### src/rtl/bcd_pkg.sv
// Shared types and helpers for the sequential binary-to-BCD converter.
package bcd_pkg;

  localparam int BCD_DIGIT_W    = 4;
  localparam int BCD_ADJ_THRESH = 5;
  localparam int BCD_MAX_DIGITS = 10;

  typedef enum logic [1:0] {
    IDLE  = 2'd0,
    SHIFT = 2'd1,
    DONE  = 2'd2
  } bcd_state_e;

  // Saturation pattern: the low n digits set to 9, the remaining digits zero.
  function automatic logic [BCD_MAX_DIGITS*BCD_DIGIT_W-1:0] bcd_all_nines(input int n);
    logic [BCD_MAX_DIGITS*BCD_DIGIT_W-1:0] r;
    r = '0;
    for (int i = 0; i < BCD_MAX_DIGITS; i++) begin
      if (i < n) begin
        r[i*BCD_DIGIT_W +: BCD_DIGIT_W] = 4'd9;
      end else begin
        r[i*BCD_DIGIT_W +: BCD_DIGIT_W] = 4'd0;
      end
    end
    return r;
  endfunction

endpackage

### src/rtl/bcd_digit_adj.sv
// One-digit double-dabble correction: add 3 when the digit is 5 or more.
module bcd_digit_adj
  import bcd_pkg::*;
(
  input  logic [3:0] digit_i,
  output logic [3:0] digit_o
);

  // Add-3 stays inside the nibble; no carry propagates to the next digit.
  always_comb begin
    if (digit_i >= 4'(BCD_ADJ_THRESH)) begin
      digit_o = digit_i + 4'd3;
    end else begin
      digit_o = digit_i;
    end
  end

endmodule

### src/rtl/bin_to_bcd_seq.sv
// Iterative binary-to-BCD converter (double dabble), one input bit per clock,
// with start/done handshake and saturation when the value exceeds DIGITS digits.
module bin_to_bcd_seq
  import bcd_pkg::*;
#(
  parameter int BIN_W  = 8,
  parameter int DIGITS = 3
) (
  input  logic                  clk,
  input  logic                  reset,
  input  logic                  start,
  input  logic [BIN_W-1:0]      binary,
  output logic                  busy,
  output logic                  done,
  output logic [4*DIGITS-1:0]   bcd,
  output logic                  overflow
);

  localparam int SCR_W = BCD_DIGIT_W * DIGITS;
  localparam int CNT_W = $clog2(BIN_W + 1);
  localparam logic [SCR_W-1:0] NINES = SCR_W'(bcd_all_nines(DIGITS));

  bcd_state_e         state_q, state_d;
  logic [CNT_W-1:0]   cnt_q, cnt_d;
  logic [BIN_W-1:0]   shreg_q, shreg_d;
  logic [SCR_W-1:0]   scratch_q, scratch_d;
  logic               sticky_q, sticky_d;
  logic [SCR_W-1:0]   bcd_q, bcd_d;
  logic               ovf_q, ovf_d;

  logic [SCR_W-1:0]         adj_s;
  logic [SCR_W+BIN_W:0]     shifted_s;

  // Per-digit add-3 correction applied before every shift.
  for (genvar g = 0; g < DIGITS; g++) begin : g_adj
    bcd_digit_adj u_adj (
      .digit_i (scratch_q[g*BCD_DIGIT_W +: BCD_DIGIT_W]),
      .digit_o (adj_s[g*BCD_DIGIT_W +: BCD_DIGIT_W])
    );
  end

  // Top bit of shifted_s is the bit leaving the most significant digit.
  assign shifted_s = {adj_s, shreg_q, 1'b0};

  // Next-state logic for the FSM, counter, shift registers and result registers.
  always_comb begin
    state_d   = state_q;
    cnt_d     = cnt_q;
    shreg_d   = shreg_q;
    scratch_d = scratch_q;
    sticky_d  = sticky_q;
    bcd_d     = bcd_q;
    ovf_d     = ovf_q;
    case (state_q)
      IDLE, DONE: begin
        if (start) begin
          shreg_d   = binary;
          scratch_d = '0;
          sticky_d  = 1'b0;
          cnt_d     = CNT_W'(BIN_W);
          state_d   = SHIFT;
        end else begin
          state_d   = IDLE;
        end
      end
      SHIFT: begin
        scratch_d = shifted_s[SCR_W+BIN_W-1:BIN_W];
        shreg_d   = shifted_s[BIN_W-1:0];
        sticky_d  = sticky_q | shifted_s[SCR_W+BIN_W];
        cnt_d     = cnt_q - CNT_W'(1);
        if (cnt_q == CNT_W'(1)) begin
          state_d = DONE;
          bcd_d   = sticky_d ? NINES : scratch_d;
          ovf_d   = sticky_d;
        end else begin
          state_d = SHIFT;
        end
      end
      default: begin
        state_d = IDLE;
      end
    endcase
  end

  // State and datapath registers with synchronous reset.
  always_ff @(posedge clk) begin
    if (reset) begin
      state_q   <= IDLE;
      cnt_q     <= '0;
      shreg_q   <= '0;
      scratch_q <= '0;
      sticky_q  <= 1'b0;
      bcd_q     <= '0;
      ovf_q     <= 1'b0;
    end else begin
      state_q   <= state_d;
      cnt_q     <= cnt_d;
      shreg_q   <= shreg_d;
      scratch_q <= scratch_d;
      sticky_q  <= sticky_d;
      bcd_q     <= bcd_d;
      ovf_q     <= ovf_d;
    end
  end

  assign busy     = (state_q == SHIFT);
  assign done     = (state_q == DONE);
  assign bcd      = bcd_q;
  assign overflow = ovf_q;

endmodule
### config.mk
export PLATFORM = sky130hd
export DESIGN_NAME = bin_to_bcd_seq
export DESIGN_NICKNAME = d
export VERILOG_FILES = /design/src/rtl/bcd_pkg.sv /design/src/rtl/bcd_digit_adj.sv /design/src/rtl/bin_to_bcd_seq.sv
export SDC_FILE = /design/constraint.sdc
export NUM_CORES = 1
export LEC_CHECK = 0
export BUFFER_PORTS_ARGS = -buffer_cell sky130_fd_sc_hd__clkbuf_2
export CORE_AREA = 4 4 68 70
export CTS_CLUSTER_DIAMETER = 100
export DETAILED_ROUTE_END_ITERATION = 10
export DIE_AREA = 0 0 72 74
export PLACE_DENSITY = 0.72
export SETUP_SLACK_MARGIN = 0.02
export SLEW_MARGIN = 20
export SYNTH_ARGS = -nofsm -noshare
export SYNTH_HDL_FRONTEND = slang
export SYNTH_HIERARCHICAL = 1
export SYNTH_SLANG_ARGS = --single-unit
### constraint.sdc
create_clock -name clk -period 4.62 [get_ports clk]
set_clock_uncertainty 0.05 [all_clocks]
set_input_delay 0.924 -clock clk [delete_from_list [all_inputs] [get_ports clk]]
set_output_delay 0.924 -clock clk [all_outputs]
set_load 0.01 [all_outputs]
# --- After elaboration in Yosys (flattened, before gate mapping) ---
# Cells that the tools add are included.
classes:
  n_lt_le_gt_ge: 3
  bitwise: 1
  add_sub_neg: 4
  n_reduce_logical: 5
  n_mux: 15
  n_eq_ne: 4
op_table:
  columns: ["cell", "n"]
  rows:
  - ["12-bit 2-to-1 mux", 2]
  - ["12-bit one-hot mux with 2 select lines", 1]
  - ["4-bit 2-to-1 mux", 4]
  - ["8-bit one-hot mux with 2 select lines", 1]
  - ["4-bit by 2-bit adder with 4-bit output (second input constant)", 3]
  - ["4-bit by 3-bit greater-or-equal comparator with 1-bit output (second input constant)", 3]
  - ["8-bit 2-to-1 mux", 1]
  - ["4-bit one-hot mux with 2 select lines", 1]
  - ["4-bit by 1-bit == test with 1-bit output (second input constant)", 1]
  - ["2-bit one-hot mux with 2 select lines", 1]
  - ["2-bit AND reduction", 2]
  - ["4-bit by 1-bit subtractor with 4-bit output (second input constant)", 1]
  - ["2-bit by 1-bit == test with 1-bit output (second input constant)", 1]
  - ["2-bit == test (second input constant)", 1]
  - ["2-bit logical NOT", 1]
  - ["1-bit 2-to-1 mux", 2]
  - ["2-bit 2-to-1 mux", 1]
  - ["2-bit inequality test (second input constant)", 1]
  - ["1-bit one-hot mux with 2 select lines", 1]
  - ["2-bit nonzero test", 1]
  - ["2-bit OR reduction", 1]
  - ["1-bit OR", 1]
totals:
  inputBits: 11
  word_cells: 39
  output_inout_bits: 15
  ff_bits: 40

# --- Depth between registers and ports, before layout ---
# Gate-level depths: netlist (run 1).
depth:
  word_depth: 4
  depth_mapped: 9
  ltp_nobuf: 8

# --- Modules after synthesis ---
# Netlist (run 1), hierarchy kept.
modules_own_cells:
  columns: ["module", "cells_per_inst", "n_inst", "area_per_inst_um2", "seq_area_each_um2"]
  rows:
  - ["bin_to_bcd_seq", 190, 1, 1620.3, 800.8]
  - ["bcd_digit_adj", 16, 3, 101.3, 0.0]

# --- Worst setup path after synthesis (run 1) ---
# No wires, ideal clock.
synth_timing:
  path_type: "reg-to-output"
  start: "register state_q[1]"
  end: "output busy"
  path_slack_ns: 2.701
  t_arrival_ns: 0.945
  path_buffers: 3
  t_required_ns: 3.646
  path_stages_with_launch: 6
  cell_sequence: "dfxtp_1 -> nand2b_1 -> buf_4 -> inv_1 -> buf_4 -> buf_4"
synth_via:
  elab_chain_len: 1
synth_lines:
  columns: ["item", "line", "source"]
  rows:
  - ["start: declaration", "bin_to_bcd_seq.sv:23", "bcd_state_e state_q, state_d;"]
  - ["start signal: assignment", "bin_to_bcd_seq.sv:96", "state_q <= state_d;"]
  - ["2-bit by 1-bit == test with 1-bit output", "bin_to_bcd_seq.sv:106", "assign busy = (state_q == SHIFT);"]
  - ["end: declaration", "bin_to_bcd_seq.sv:13", "output logic busy,"]
# No other way between the ends.

# --- Final worst setup path (run 1) ---
layout_timing:
  start: "register state_q[0]"
  end: "output busy"
# Same word-level chain as after synthesis.

==> results of run 1 <==
routing by layer:
metal	vias up	part of all wire, %	global-route usage (%)
met4	0	1.5	8.77
li1	865	-	-
met1	805	46	20.6
met3	7	5.4	4.05
met2	35	47	28.8
met5	-	0	0
power groups by stage:
stage / clock [W] / combinational, W / sequential [W]
global route: 0.000265 / 0.0000863 / 0.000366
finish: 0.000241 / 0.0000766 / 0.000364
detailed placement: 0 / 0.0000777 / 0.000372
global placement: 0 / 0.0000770 / 0.000372
floorplan: 0 / 0.0000612 / 0.000372
CTS: 0.000249 / 0.0000777 / 0.000364
critical path: stages, from the launching register on:
cell	delay [ps]
dfxtp_1	390
nand2b_1	90
inv_1	50
buf_4	340
clkbuf_2	210
Yosys cell counts:
cell type	instances	share of area [%]
nand2_1	26	5.1
ha_1	8	5.2
o21ai_0	9	2.3
a211oi_1	2	0.78
mux2i_1	3	1.6
nor4_4	1	1.1
nor3b_1	1	0.39
a21oi_2	3	1.4
or3b_1	1	0.46
o21ai_1	3	0.78
nor3_1	8	2.1
buf_4	4	1.6
a21oi_1	37	9.6
clkbuf_1	10	2.0
nand4_1	6	2.0
dfxtp_1	40	42
inv_1	9	1.8
buf_2	5	1.3
nor2_1	7	1.4
xnor2_1	3	1.4
a311oi_1	1	0.46
nand3b_1	1	0.39
a22oi_1	8	3.1
nand2b_1	9	2.9
or2_2	2	0.65
buf_6	1	0.59
nor2b_1	2	0.65
nor4_1	5	1.6
nand3_1	23	6.0
path summary, 6_finish.rpt:
check,from,end,slack (ps),cells after the start
hold / removal,shreg_q[0]$_SDFFE_PP0P_,shreg_q[0]$_SDFFE_PP0P_,420,2
hold reg to reg,shreg_q[0]$_SDFFE_PP0P_,shreg_q[0]$_SDFFE_PP0P_,420,2
setup reg to reg,cnt_q[1]$_SDFFE_PP0P_,overflow$_SDFFE_PP0P_,2680,6
setup / recovery,state_q[0]$_SDFF_PP0_,busy,2250,4
stage by stage:
step | instance area [µm²] | utilization [%] | hold slack (ps) | instances
floorplan | 1920 | - | 395 | 238
global placement | 2030 | 51.1 | 406 | 296
detailed placement | 2030 | 51.1 | 413 | 296
CTS | 2120 | 53.4 | 423 | 304
global route | 2120 | 53.4 | 452 | 304
finish | 2120 | 53.4 | 418 | 304
state kept, by name, summed over array words and instances, names as in the netlist:
| register | cells |
|---|---|
| bcd | 12 |
| scratch_q | 12 |
| shreg_q | 8 |
| cnt_q | 4 |
| state_q | 2 |
| overflow | 1 |
| sticky_q | 1 |
cell families after synthesis:
| kind of cell | Yosys count |
|---|---|
| xor+xnor | 3 |
| simple gates | 92 |
| mux | 3 |
| fa+ha+maj | 8 |
| compound gates | 63 |
| buf+inv | 29 |
| flops | 40 |
layout make-up:
class                   count  area, µm²  share of cell area [%]
multi-input cells         169        986                    46.5
flip-flops and latches     40        801                    37.8
repair buffers             28        148                    6.96
clock buffers               8       90.1                    4.25
well taps                  50       62.6                    2.95
inverters                   9       33.8                    1.59
==> impl_metrics.py, run 1 <==
metrics = {
    "outcome": {
        "outcome": "finished clean",
    },
    "floorplanning": {
        "io_pins": 26,
        "fp.dieH_um": 74,
        "dieArea_um2": 5330,
        "die_w_um": 72,
        "rows": 23,
        "initial_core_util_pct": 48.5,
        "core_um2": 3970,
    },
    "grt": {
        "track_usage_pct": 17.2,
        "grt.overflow.total": 0,
        "grt_pass1_wl_um": 7120,
        "grt_pass1_vias": 1597,
        "antenna_found_initial": 0,
        "grt_max_degree": 41,
    },
    "final_layout": {
        "nets": 272,
        "area_delta_synth_final_pct": 10.2,
        "final_cell_mix": "40 x dfxtp_1, 37 x a21oi_1, 26 x nand2_1, 25 x clkbuf_2, 23 x nand3_1",
        "drive_above_1_share_pct": 15.7,
        "fillerInstances": 380,
        "n_antenna_cell": 0,
        "final_common_cell": "dfxtp_1",
    },
    "placed_design": {
        "routabilityCongestion": 0.734,
        "pre_cts_ws_ps": 2470,
        "dp_hpwl_um": 2620,
        "port_buffers": 25,
    },
    "timing": {
        "fin_ws_ps": 2250,
        "hold_viol_final": 0,
        "post-route-period-util_pct": 51.3,
        "period_minus_slack_ps": 2370,
        "rsz0062_at_grt": "false",
        "tns_ps": 0,
        "setup_violations": 0,
        "maxSlewViolCount": 0,
        "worst_slew_pin_slew_ps": 936,
        "relSlewSlack_pct": 37.6,
        "clock.fmax_ghz": 0.422,
    },
    "power": {
        "p_per_area_nw_per_um2": 321,
        "internal_power_w": 0.000502,
        "power.total_w": 0.000682,
        "p_sw_share_pct": 26.3,
        "p_clk_share_pct": 35.3,
        "cellLeakagePower_nw": 0.790,
        "switchingPower_w": 0.000179,
        "ir_worst_vdd_uv": 170,
        "combPwrFrac_pct": 11.2,
        "power_frac_seq_pct": 53.4,
    },
    "synthesis": {
        "synth_top_family_by_area": "simple AND/OR/NAND/NOR gates",
        "synth_compound_area_share_pct": 18.5,
        "synth-seq-cells": 40,
        "ys_seq_area_share_pct": 41.6,
        "synth-xor-area-share_pct": 1.37,
        "syn-num-nets": 257,
        "ys_types": 29,
        "synth_fa_ha_area_share_pct": 5.20,
        "synth_mux_area_share_pct": 1.56,
        "synth_area_per_cell_um2": 8.09,
        "synthSimpleGateAreaFrac_pct": 24.6,
        "synth_area_um2": 1920,
        "syn_inst": 238,
        "yosys_warnings": 6,
    },
    "hold_path": {
        "hold_path.class": "register to register",
    },
    "routing": {
        "wl_um": 4150,
        "wire_per_inst_um": 13.7,
        "ant_nets": 0,
        "dr.first_iter.drc_count": 118,
        "drt-vias-per-instance": 5.63,
        "vias": 1712,
        "drc": 0,
        "first_pass_iters": 4,
    },
    "flow_run": {
        "max_cap_violations": 0,
    },
    "clocking": {
        "cts-hold-fix-buffers": 0,
        "clk-insertion-delay-late_ps": 300,
        "cts_buffers": 5,
        "cts_max_path_buffers": 2,
        "cts-root-buf": "clkbuf_8",
        "cts_resized": 0,
        "cts.sinks": 40,
        "htreeDepth": 2,
        "post_cts_buffers": 0,
        "path_clk_slew_ps": 70,
        "cts_tree": "done",
    },
    "worst_setup_path": {
        "critical_path_required_ps": 3650,
        "criticalPathCategory": "register to output port",
        "cp_max_fo": 39,
        "cp_data_arrival_time_ps": 1400,
        "critPathCaptureType": "output port",
        "startpoint_type": "register",
    },
}
Power figures use the tool's default switching activity.
==> run 2: changes to the inputs <==
==> constraint.sdc (replaced) <==
create_clock -name clk -period 2.3 [get_ports clk]
set_clock_uncertainty 0.05 [all_clocks]
set_input_delay 0.46 -clock clk [delete_from_list [all_inputs] [get_ports clk]]
set_output_delay 0.46 -clock clk [all_outputs]
set_load 0.01 [all_outputs]
==> impl_metrics.py, run 2 (same netlist as run 1, synthesis figures left out) <==
metrics = {
    "clocking": {
        "cts_resized": 0,
        "cts_buffers": 5,
        "clk-insertion-delay-late_ps": 290,
        "htreeDepth": 2,
        "cts.sinks": 40,
        "cts_tree": "done",
        "path_clk_slew_ps": 80,
        "cts-root-buf": "clkbuf_8",
        "cts_max_path_buffers": 2,
        "post_cts_buffers": 0,
        "cts-hold-fix-buffers": 0,
    },
    "hold_path": {
        "hold_path.class": "primary input to register",
    },
    "floorplanning": {
        "io_pins": 26,
        "fp.dieH_um": 74,
        "die_w_um": 72,
        "rows": 23,
        "dieArea_um2": 5330,
        "initial_core_util_pct": 48.5,
        "core_um2": 3970,
    },
    "worst_setup_path": {
        "slowest_delay_ps": 440,
        "cp_data_arrival_time_ps": 1450,
        "r2r_slack_ps": 470,
        "criticalPathCategory": "register to output port",
        "regToRegEndpoint": "bcd[0]$_SDFFE_PP0P_",
        "crit_family": "buffers and inverters",
        "endpoint": "busy",
        "cp_num_buf_inv": 2,
        "critical_path_required_ps": 1790,
        "startpoint_type": "register",
        "r2r_cells": 5,
        "crit_cells": 3,
        "worst_path_max_delay_cell": "inv_1",
        "crit_path_start": "state_q[1]$_SDFF_PP0_",
        "cp_max_fo": 18,
        "timing.rr.start": "cnt_q[1]$_SDFFE_PP0P_",
        "critPathCaptureType": "output port",
        "cp_cell_sequence": "nand2b_1 -> inv_1 -> clkbuf_2",
    },
    "grt": {
        "antenna_found_initial": 0,
        "grt_pass1_vias": 1606,
        "track_usage_pct": 17.3,
        "grt_pass1_wl_um": 7200,
        "grt.overflow.total": 0,
        "grt_max_degree": 41,
    },
    "placed_design": {
        "dp_hpwl_um": 2810,
        "port_buffers": 25,
        "routabilityCongestion": 0.740,
    },
    "outcome": {
        "outcome": "finished clean",
    },
    "final_layout": {
        "final_common_cell": "dfxtp_1",
        "nets": 275,
        "drive_above_1_share_pct": 16.8,
        "regArea_um2": 801,
        "multi_input_area_um2": 986,
        "area_delta_synth_final_pct": 11.4,
        "n_antenna_cell": 0,
        "fillerInstances": 392,
        "final_cell_mix": "40 x dfxtp_1, 37 x a21oi_1, 26 x nand2_1, 25 x clkbuf_2, 23 x nand3_1",
    },
    "timing": {
        "worst_slew_pin_slew_ps": 811,
        "setup_violations": 0,
        "maxSlewViolCount": 0,
        "rsz0062_at_grt": "false",
        "hold_viol_final": 0,
        "post-route-period-util_pct": 85.1,
        "relSlewSlack_pct": 45.9,
        "period_minus_slack_ps": 1960,
        "clock.fmax_ghz": 0.511,
        "tns_ps": 0,
    },
    "power": {
        "cellLeakagePower_nw": 0.805,
        "power.total_w": 0.00134,
        "p_per_area_nw_per_um2": 624,
        "ir_worst_vdd_uv": 264,
    },
    "routing": {
        "dr.first_iter.drc_count": 150,
        "first_pass_iters": 4,
        "vias": 1700,
        "wl_um": 4160,
        "wire_per_inst_um": 13.6,
        "ant_nets": 0,
        "drt-vias-per-instance": 5.56,
        "drc": 0,
    },
    "flow_run": {
        "max_cap_violations": 0,
    },
}
run 2: cell count changes in the layout (fill, tap and decap cells not counted), sizes merged:
cell	change
buf	+3
clkinv	+1
clkbuf	-2
run 2: layout make-up:
class                           count  area share [%]
Multi-Input combinational cell    169            46.0
Sequential cell                    40            37.4
Timing Repair Buffer               31            8.52
Clock buffer                        6            3.39
Tap cell                           50            2.92
Inverter                            9            1.58
Clock inverter                      1           0.234
run 2: metal layers:
layer  GRT usage, %  wire length (µm)  vias up
li1               -                 -      869
met1           20.5              1990      796
met2           29.8              1990       33
met3           4.05               149        2
met4           7.93                38        0
met5              0                 0        -
run 2: through the flow:
step                      std cells  worst slack (ps)  util, %  hold slack, ps  area [µm²]
after floorplan                 238               620        -             395        1920
after global placement          299               606     52.0             408        2070
after detailed placement        299               486     52.0             412        2070
after CTS                       306               335     54.0             330        2140
after global routing            306               224     54.0             343        2140
final                           306               343     54.0             342        2140
run 2: worst min-delay path, stage by stage:
cell and delay [ps]:
clkbuf_2 80, nand2_1 40, a21oi_1 50
run 2: worst min path at each step:
stage                                        from                   endpoint  slack (ps)  cells past startpoint
after floorplan           shreg_q[7]$_SDFFE_PP0P_  scratch_q[0]$_SDFFE_PP0P_         400                      2
after global placement    shreg_q[0]$_SDFFE_PP0P_    shreg_q[0]$_SDFFE_PP0P_         410                      2
after detailed placement  shreg_q[4]$_SDFFE_PP0P_    shreg_q[4]$_SDFFE_PP0P_         410                      2
after CTS                               binary[0]    shreg_q[0]$_SDFFE_PP0P_         330                      3
after global routing                    binary[0]    shreg_q[0]$_SDFFE_PP0P_         340                      3
final                                   binary[0]    shreg_q[0]$_SDFFE_PP0P_         340                      3
run 2: power breakdown:
group / switching, W / internal, W / total (W)
registers: 0.0000169 / 0.000716 / 0.000733
logic: 0.000107 / 0.0000579 / 0.000165
clock network: 0.000234 / 0.000206 / 0.000440
total: 0.000358 / 0.000980 / 0.00134
